$ cat config.mk
export PLATFORM = sky130hd
export DESIGN_NAME = pipe_hazard_ctrl
export DESIGN_NICKNAME = d
export VERILOG_FILES = /design/src/rtl/cpu_ctrl_pkg.sv /design/src/rtl/sat_counter.sv /design/src/rtl/pipe_hazard_ctrl.sv
export SDC_FILE = /design/constraint.sdc
export NUM_CORES = 1
export LEC_CHECK = 0
export BUFFER_PORTS_ARGS = -buffer_cell sky130_fd_sc_hd__buf_2
export CAP_MARGIN = 0
export CORE_MARGIN = 2
export CORE_UTILIZATION = 44
export DETAILED_ROUTE_END_ITERATION = 8
export PLACE_DENSITY_LB_ADDON = 0.1
export SETUP_SLACK_MARGIN = 0.5
export SLEW_MARGIN = 25
export SYNTH_ARGS = -nofsm -noshare
export SYNTH_HDL_FRONTEND = slang
export SYNTH_SLANG_ARGS = --single-unit
$ cat constraint.sdc
create_clock -name clk_i -period 3 [get_ports clk_i]
set_input_delay 0.3 -clock clk_i [delete_from_list [all_inputs] [get_ports clk_i]]
set_output_delay 0.3 -clock clk_i [all_outputs]
set_load 0.02 [all_outputs]
$ cat src/rtl/cpu_ctrl_pkg.sv
// Shared definitions for the CPU pipeline control blocks.
package cpu_ctrl_pkg;

    localparam int REG_AW = 5;
    localparam int X0_IDX = 0;

    typedef enum logic [1:0] {
        ST_IDLE   = 2'd0,
        ST_RUN    = 2'd1,
        ST_MISS   = 2'd2,
        ST_REFILL = 2'd3
    } state_e;

endpackage

$ cat src/rtl/sat_counter.sv
// Up-counter with synchronous clear that holds at all-ones instead of wrapping.
module sat_counter #(
    parameter int W = 8
) (
    input  logic         clk_i,
    input  logic         rst_i,
    input  logic         inc,
    input  logic         clear,
    output logic [W-1:0] q
);

    always_ff @(posedge clk_i or posedge rst_i) begin
        if (rst_i) begin
            q <= '0;
        end else if (clear) begin
            q <= '0;
        end else if (inc && (q != '1)) begin
            q <= q + 1'b1;
        end
    end

endmodule

$ cat src/rtl/pipe_hazard_ctrl.sv
// Pipeline sequencer: arbitrates cache-miss, load-use and branch controls,
// sequences the miss wait and keeps stall/flush counters plus a miss watchdog.
module pipe_hazard_ctrl #(
    parameter int REG_AW       = cpu_ctrl_pkg::REG_AW,
    parameter int CNT_W        = 32,
    parameter int MISS_TIMEOUT = 1024
) (
    input  logic              clk_i,
    input  logic              rst_i,
    input  logic              start_i,
    input  logic [REG_AW-1:0] id_rs1_i,
    input  logic [REG_AW-1:0] id_rs2_i,
    input  logic              id_uses_rs2_i,
    input  logic              ex_memread_i,
    input  logic [REG_AW-1:0] ex_rd_i,
    input  logic              id_branch_taken_i,
    input  logic              dcache_req_i,
    input  logic              dcache_hit_i,
    input  logic              dcache_ack_i,
    output logic              pc_write_o,
    output logic              if_id_write_o,
    output logic              if_id_flush_o,
    output logic              id_ex_bubble_o,
    output logic              mem_stall_o,
    output logic [1:0]        state_o,
    output logic [CNT_W-1:0]  stall_cnt_o,
    output logic [CNT_W-1:0]  flush_cnt_o,
    output logic              err_o
);
    import cpu_ctrl_pkg::*;

    localparam logic [1:0] IDLE   = ST_IDLE;
    localparam logic [1:0] RUN    = ST_RUN;
    localparam logic [1:0] MISS   = ST_MISS;
    localparam logic [1:0] REFILL = ST_REFILL;

    localparam int MW = $clog2(MISS_TIMEOUT + 1);
    localparam logic [MW-1:0] TO_M1 = MW'(MISS_TIMEOUT - 1);

    logic [1:0]    state_q, state_d;
    logic          miss, hazard;
    logic [MW-1:0] miss_cnt;

    assign miss   = dcache_req_i & ~dcache_hit_i;
    assign hazard = ex_memread_i & (ex_rd_i != REG_AW'(X0_IDX)) &
                    ((ex_rd_i == id_rs1_i) | (id_uses_rs2_i & (ex_rd_i == id_rs2_i)));

    always_comb begin
        pc_write_o     = 1'b0;
        if_id_write_o  = 1'b0;
        if_id_flush_o  = 1'b0;
        id_ex_bubble_o = 1'b0;
        mem_stall_o    = 1'b0;
        state_d        = state_q;
        case (state_q)
            IDLE: begin
                if (start_i) state_d = RUN;
            end
            RUN: begin
                if (miss) begin
                    mem_stall_o = 1'b1;
                    state_d     = MISS;
                end else begin
                    // A branch under a load-use hazard re-resolves next cycle since IF/ID is held.
                    if (hazard) begin
                        id_ex_bubble_o = 1'b1;
                    end else begin
                        pc_write_o    = 1'b1;
                        if_id_write_o = 1'b1;
                        if_id_flush_o = id_branch_taken_i;
                    end
                    if (!start_i) state_d = IDLE;
                end
            end
            MISS: begin
                mem_stall_o = 1'b1;
                if (dcache_ack_i) state_d = REFILL;
            end
            REFILL: begin
                mem_stall_o = 1'b1;
                state_d     = start_i ? RUN : IDLE;
            end
            default: state_d = IDLE;
        endcase
    end

    always_ff @(posedge clk_i or posedge rst_i) begin
        if (rst_i) state_q <= IDLE;
        else       state_q <= state_d;
    end

    // err_o rises after the MISS_TIMEOUT-th consecutive MISS cycle; the FSM keeps waiting.
    always_ff @(posedge clk_i or posedge rst_i) begin
        if (rst_i)                                    err_o <= 1'b0;
        else if ((state_q == MISS) && (miss_cnt >= TO_M1)) err_o <= 1'b1;
    end

    sat_counter #(.W(MW)) u_miss_cnt (
        .clk_i (clk_i),
        .rst_i (rst_i),
        .inc   (state_q == MISS),
        .clear ((state_q == RUN) & miss),
        .q     (miss_cnt)
    );

    sat_counter #(.W(CNT_W)) u_stall_cnt (
        .clk_i (clk_i),
        .rst_i (rst_i),
        .inc   (mem_stall_o | id_ex_bubble_o),
        .clear (1'b0),
        .q     (stall_cnt_o)
    );

    sat_counter #(.W(CNT_W)) u_flush_cnt (
        .clk_i (clk_i),
        .rst_i (rst_i),
        .inc   (if_id_flush_o),
        .clear (1'b0),
        .q     (flush_cnt_o)
    );

    assign state_o = state_q;

endmodule

Word level (Yosys, flattened, before mapping). Cells that the tools add are included.

Output and inout port bits: 72. Word-level logic and storage cells: 56. Bits of input ports: 24. Flip-flop bits (word level): 78.

Bitwise gates (word level): 8. Add/sub/neg operators: 3. Multiplexer cells: 19. Reduce and logical (&&, ||, !) cells: 9. Equal/unequal tests: 11. Magnitude comparators: 1.

Operators by type and width (number): $add A32 B1 Y32 const B (2); $ne A32 B32 Y1 const B (2); $mux W11 (2); $add A11 B1 Y11 const B (1); $ge A11 B10 Y1 const B (1); $mux W1 (11); $ne A11 B11 Y1 const B (1); $eq A5 B5 Y1 (2); $mux W2 (4); $pmux W2 S4 (1); $and A1 B1 Y1 (5); $reduce_bool A5 Y1 (1); $eq A2 B2 Y1 const B (2); $logic_and A1 B1 Y1 (4); $ne A2 B2 Y1 const B (2); $ne A3 B3 Y1 const B (1); $reduce_and A3 Y1 (1); $eq A2 B1 Y1 const B (1); $logic_not A2 Y1 (1); $or A1 B1 Y1 (2); $pmux W1 S2 (1); $reduce_bool A2 Y1 (1); $reduce_or A2 Y1 (1); $not A1 Y1 (1).

Depth between registers and ports, before layout.
Depth after elaboration: 9. Gate-level depth with buffers: 8. Gate-level depth less buffers: 7.

Cells and area by module. Synthesis repeated with hierarchy kept, for this count alone.

Cells, all modules: 504. Area, all modules: 4658.2 µm².

By module, submodules not included: sat_counter at u_flush_cnt (area each 1826.8 µm², instances 1, cells each 195, seq. area each 800.8 µm²); sat_counter at u_stall_cnt (area each 1740.4 µm², instances 1, cells each 186, seq. area each 800.8 µm²); sat_counter at u_miss_cnt (area each 743.2 µm², instances 1, cells each 77, seq. area each 275.3 µm²); pipe_hazard_ctrl (area each 347.8 µm², instances 1, cells each 46, seq. area each 75.1 µm²).

Least setup slack after synthesis. Ideal clock, no wire load.

Kind: register to register. Start: register u_flush_cnt.q[0]. End: register u_flush_cnt.q[13]. Path buffers: 1. Library setup time: 0.137 ns. Period minus slack after synthesis: 2.099 ns. Stages on the path, launching flop included: 9. Arrival: 1.962 ns. Slack: 0.901 ns. Data required time: 2.863 ns. Cells stage by stage: dfrtp_1 -> ha_1 -> nand2_1 -> nor3_2 -> nand3_2 -> nor2_8 -> buf_4 -> nor3_1 -> xor2_1.

Word-level cells in the longest chain between the ends: 2. Elaborated cells between the ends (all ways): 3. Classes of those cells: 1 x add/sub; 1 x eq/ne; 1 x reduce/logical.

Ends and longest elaborated chain: from (decl) (RTL line sat_counter.sv:9) `output logic [W-1:0] q`; from (signal assigned) (RTL line sat_counter.sv:18) `q <= q + 1'b1;`; parallel branches: the longest is 2 deep, another holds $add A32 B1 Y32.

Several ways; the timed one is not identified. A chain may end at the register's enable or synchronous reset.

==> flow_metrics.env <==
export IMPL_insertion_delay_ps=350
export IMPL_synth_cell_types=53
export IMPL_dieArea_sq_mm=0.0104
export IMPL_root_buffer="clkbuf_8"
export IMPL_async_flop_share=1.00
export IMPL_tightest_slew_ps=923
export IMPL_fmax_ghz=0.437
export IMPL_syn_area_sq_mm=0.00423
export IMPL_cts_tree="built"
export IMPL_htree_levels=3
export IMPL_synth_fp_nets=423
export IMPL_ys_warn_count=0
export IMPL_netlist_instances=396
export IMPL_area_growth_pct=19.7
export IMPL_numPortBuffers=95
export IMPL_path_buf_inv=1
export IMPL_ios=96
export IMPL_ff2ff_path_depth=6
export IMPL_track_usage=0.186
export IMPL_period_needed_ps=2290
export IMPL_synth_edff_count=0
export IMPL_slew_violations=0
export IMPL_hold_violations=0
export IMPL_setup_viol=0
export IMPL_crit_arrival_ps=2520
export IMPL_most_common_layout_cells="95 x buf_2, 78 x dfrtp_1, 44 x xor2_1, 36 x xnor2_1"
export IMPL_worstPathCellList="or3_1 -> or2_1 -> o21bai_2 -> buf_12 -> nand2_2 -> mux2_4"
export IMPL_cts_setup_buffers=0
export IMPL_layout_commonest_cell="buf_2"
export IMPL_ys_ff_latch=78
export IMPL_die_w_um=102
export IMPL_holdBufCountCts=0
export IMPL_synth_area_leaders="dfrtp_1 46%, xor2_1 9.1%, xnor2_1 7.5%, nand4_1 4.0%, nand3_1 3.2%"
export IMPL_yosys_area_top_type="dfrtp_1"
export IMPL_crit_type="register to register"
export IMPL_drtAntennaViolNets=0
export IMPL_place_ws_ps=609
export IMPL_grt_start_max_net_pins=44
export IMPL_grt_pass1_vias=3207
export IMPL_hold_path_class="primary input to asynchronous set/reset pin"
export IMPL_clock_sinks=78
export IMPL_cellLeakagePower_nw=2.37
export IMPL_ctsResizeCount=0
export IMPL_cpPeakStageDelay_ps=450
export IMPL_rows=35
export IMPL_rsz0062_at_grt="false"
export IMPL_design_area_sq_mm=0.00506
export IMPL_crit_fanout=20
export IMPL_r2r_slack_ps=710
export IMPL_layout_setup_ws_ps=711
export IMPL_crit_path_end_kind="register"
export IMPL_initial_utilization=0.455
export IMPL_cp_slowest_cell="dfrtp_1"
export IMPL_antenna_found_initial=0
export IMPL_cellPowerDensity_mw_per_mm2=629
export IMPL_fillers=897
export IMPL_setup_tns_ps=0
export IMPL_multi_input_area_sq_mm=0.00215
export IMPL_fin_crit_sh=0.763
export IMPL_place_congestion=0.818
export IMPL_yosysTopAreaCellShare=0.462
export IMPL_utilization=0.545
export IMPL_core_sq_mm=0.00928
export IMPL_first_pass_iters=4
export IMPL_placed_area_sq_mm=0.00484
export IMPL_layout_nets=523
export IMPL_required_ps=3230
export IMPL_regArea_sq_mm=0.00195
export IMPL_clockBufferDepth=2
export IMPL_finalWirelength_mm=9.29
export IMPL_drv_cap=0
export IMPL_hpwl_mm=6.79
export IMPL_drive_gt1_frac=0.295
export IMPL_outcome="complete, no violations"
export IMPL_timing_rr_end="u_stall_cnt.q[1]$_DFFE_PP0P_"
export IMPL_detail_route_vias_per_cell=5.27
export IMPL_gr_total_overflow=0
export IMPL_skew_ps=14.8
export IMPL_relSlewSlack=0.384
export IMPL_ys_flop_type="dfrtp_1"
export IMPL_path_clk_slew_ps=90
export IMPL_drc=0
export IMPL_dr_total_vias=3319
export IMPL_critPathTopFamily="simple AND/OR/NAND/NOR gates"
export IMPL_drtIter0Drc=142
export IMPL_synth_yosys_seq_area_share=0.462
export IMPL_peakVddDrop_v=0.000441
export IMPL_grt_first_pass_wirelength_mm=15.4
export IMPL_die_h_um=102
export IMPL_cts_buffers=9
export IMPL_critPathLaunchType="register"
export IMPL_antennaDiodeCount=0
export IMPL_syn_avg_cell_area_sq_um=10.7
export IMPL_wl_per_cell_um=14.7
==> cell families after synthesis <==
logic type                 count (synthesis)  synth area share
muxes                                      3           0.00858
buffers and inverters                     20            0.0299
AOI/OAI and AO/OA                         15            0.0305
adders and majority gates                  3           0.00888
DFF                                       78             0.462
xor gates and xnor gates                  80             0.166
and+or+nand+nor                          197             0.295
==> cell type report <==
class | count | area share
clock buffers | 11 | 0.0279
clock inverters | 5 | 0.0163
inverters | 5 | 0.00371
multi-input cells | 298 | 0.425
flip-flops and latches | 78 | 0.386
well taps | 129 | 0.0319
repair buffers | 104 | 0.110
==> synth_stat cells, types with 2 or more instances <==
cell type and n:
nand2b_1 2, nand2_1 27, xnor2_1 36, nor3_1 20, nor3_2 2, inv_1 5
or3_1 2, a21oi_1 3, xor2_1 44, buf_6 5, o21ai_0 2, nor3b_1 3
dfrtp_1 78, nor2b_1 3, nand4_1 27, buf_4 3, a31oi_1 2, ha_1 3
and2_1 6, nand3_1 27, nor4_1 2, and3_1 16, nor4_2 10, buf_2 2
nor2_1 23, clkbuf_1 5, and4_1 11, nand3_2 2
==> worst max-delay path by stage <==
stage,from,to,slack (ps),cells after the start
global route,u_flush_cnt.q[18]$_DFFE_PP0P_,u_flush_cnt.q[29]$_DFFE_PP0P_,540,7
finish,register,u_stall_cnt.q[1]$_DFFE_PP0P_,710,6
CTS,register,u_stall_cnt.q[1]$_DFFE_PP0P_,690,6
global placement,ex_rd_i[3],u_stall_cnt.q[1]$_DFFE_PP0P_,600,8
floorplan,rst_i,asynchronous set/reset pin,700,1
detailed placement,ex_rd_i[3],u_stall_cnt.q[1]$_DFFE_PP0P_,610,8
==> worst reg2reg max path: cells and delay by family (launching register included) <==
| family | cells | cell delay (ps) |
|---|---|---|
| buffers and inverters | 1 | 230 |
| flip-flops | 1 | 450 |
| AO/OA/AOI/OAI | 1 | 450 |
| multiplexers | 1 | 310 |
| AND/OR/NAND/NOR | 3 | 750 |
==> power breakdown <==
| part | leakage, nW | total [W] | switching [W] | internal (W) |
|---|---|---|---|---|
| clock | 0.102 | 0.000887 | 0.000395 | 0.000492 |
| sequential | 1.02 | 0.00137 | 0.000175 | 0.00119 |
| combinational | 1.24 | 0.000926 | 0.000574 | 0.000352 |
| total | 2.37 | 0.00318 | 0.00114 | 0.00204 |
==> per-stage QoR <==
stage               instances  hold WS (ps)  total power (W)
floorplan                 396           450          0.00205
global placement          614           461          0.00230
detailed placement        614           467          0.00232
CTS                       630           182          0.00322
global route              630           212          0.00337
finish                    630           155          0.00318
==> metal layers <==
metal  GRT usage  wire length [um]  up-vias
met4      0.0636               192        0
met1       0.257              4380     1624
li1            -                 -     1613
met5           0                 0        -
met2       0.292              4390       67
met3      0.0383               323       15
==> flip-flops by register name, summed over array words and instances (netlist names), named ones only <==
name and flops:
err_o 1, state_o 1, u_flush_cnt.q 32, u_miss_cnt.q 11, u_stall_cnt.q 32
(Power assumes the default switching activity.)
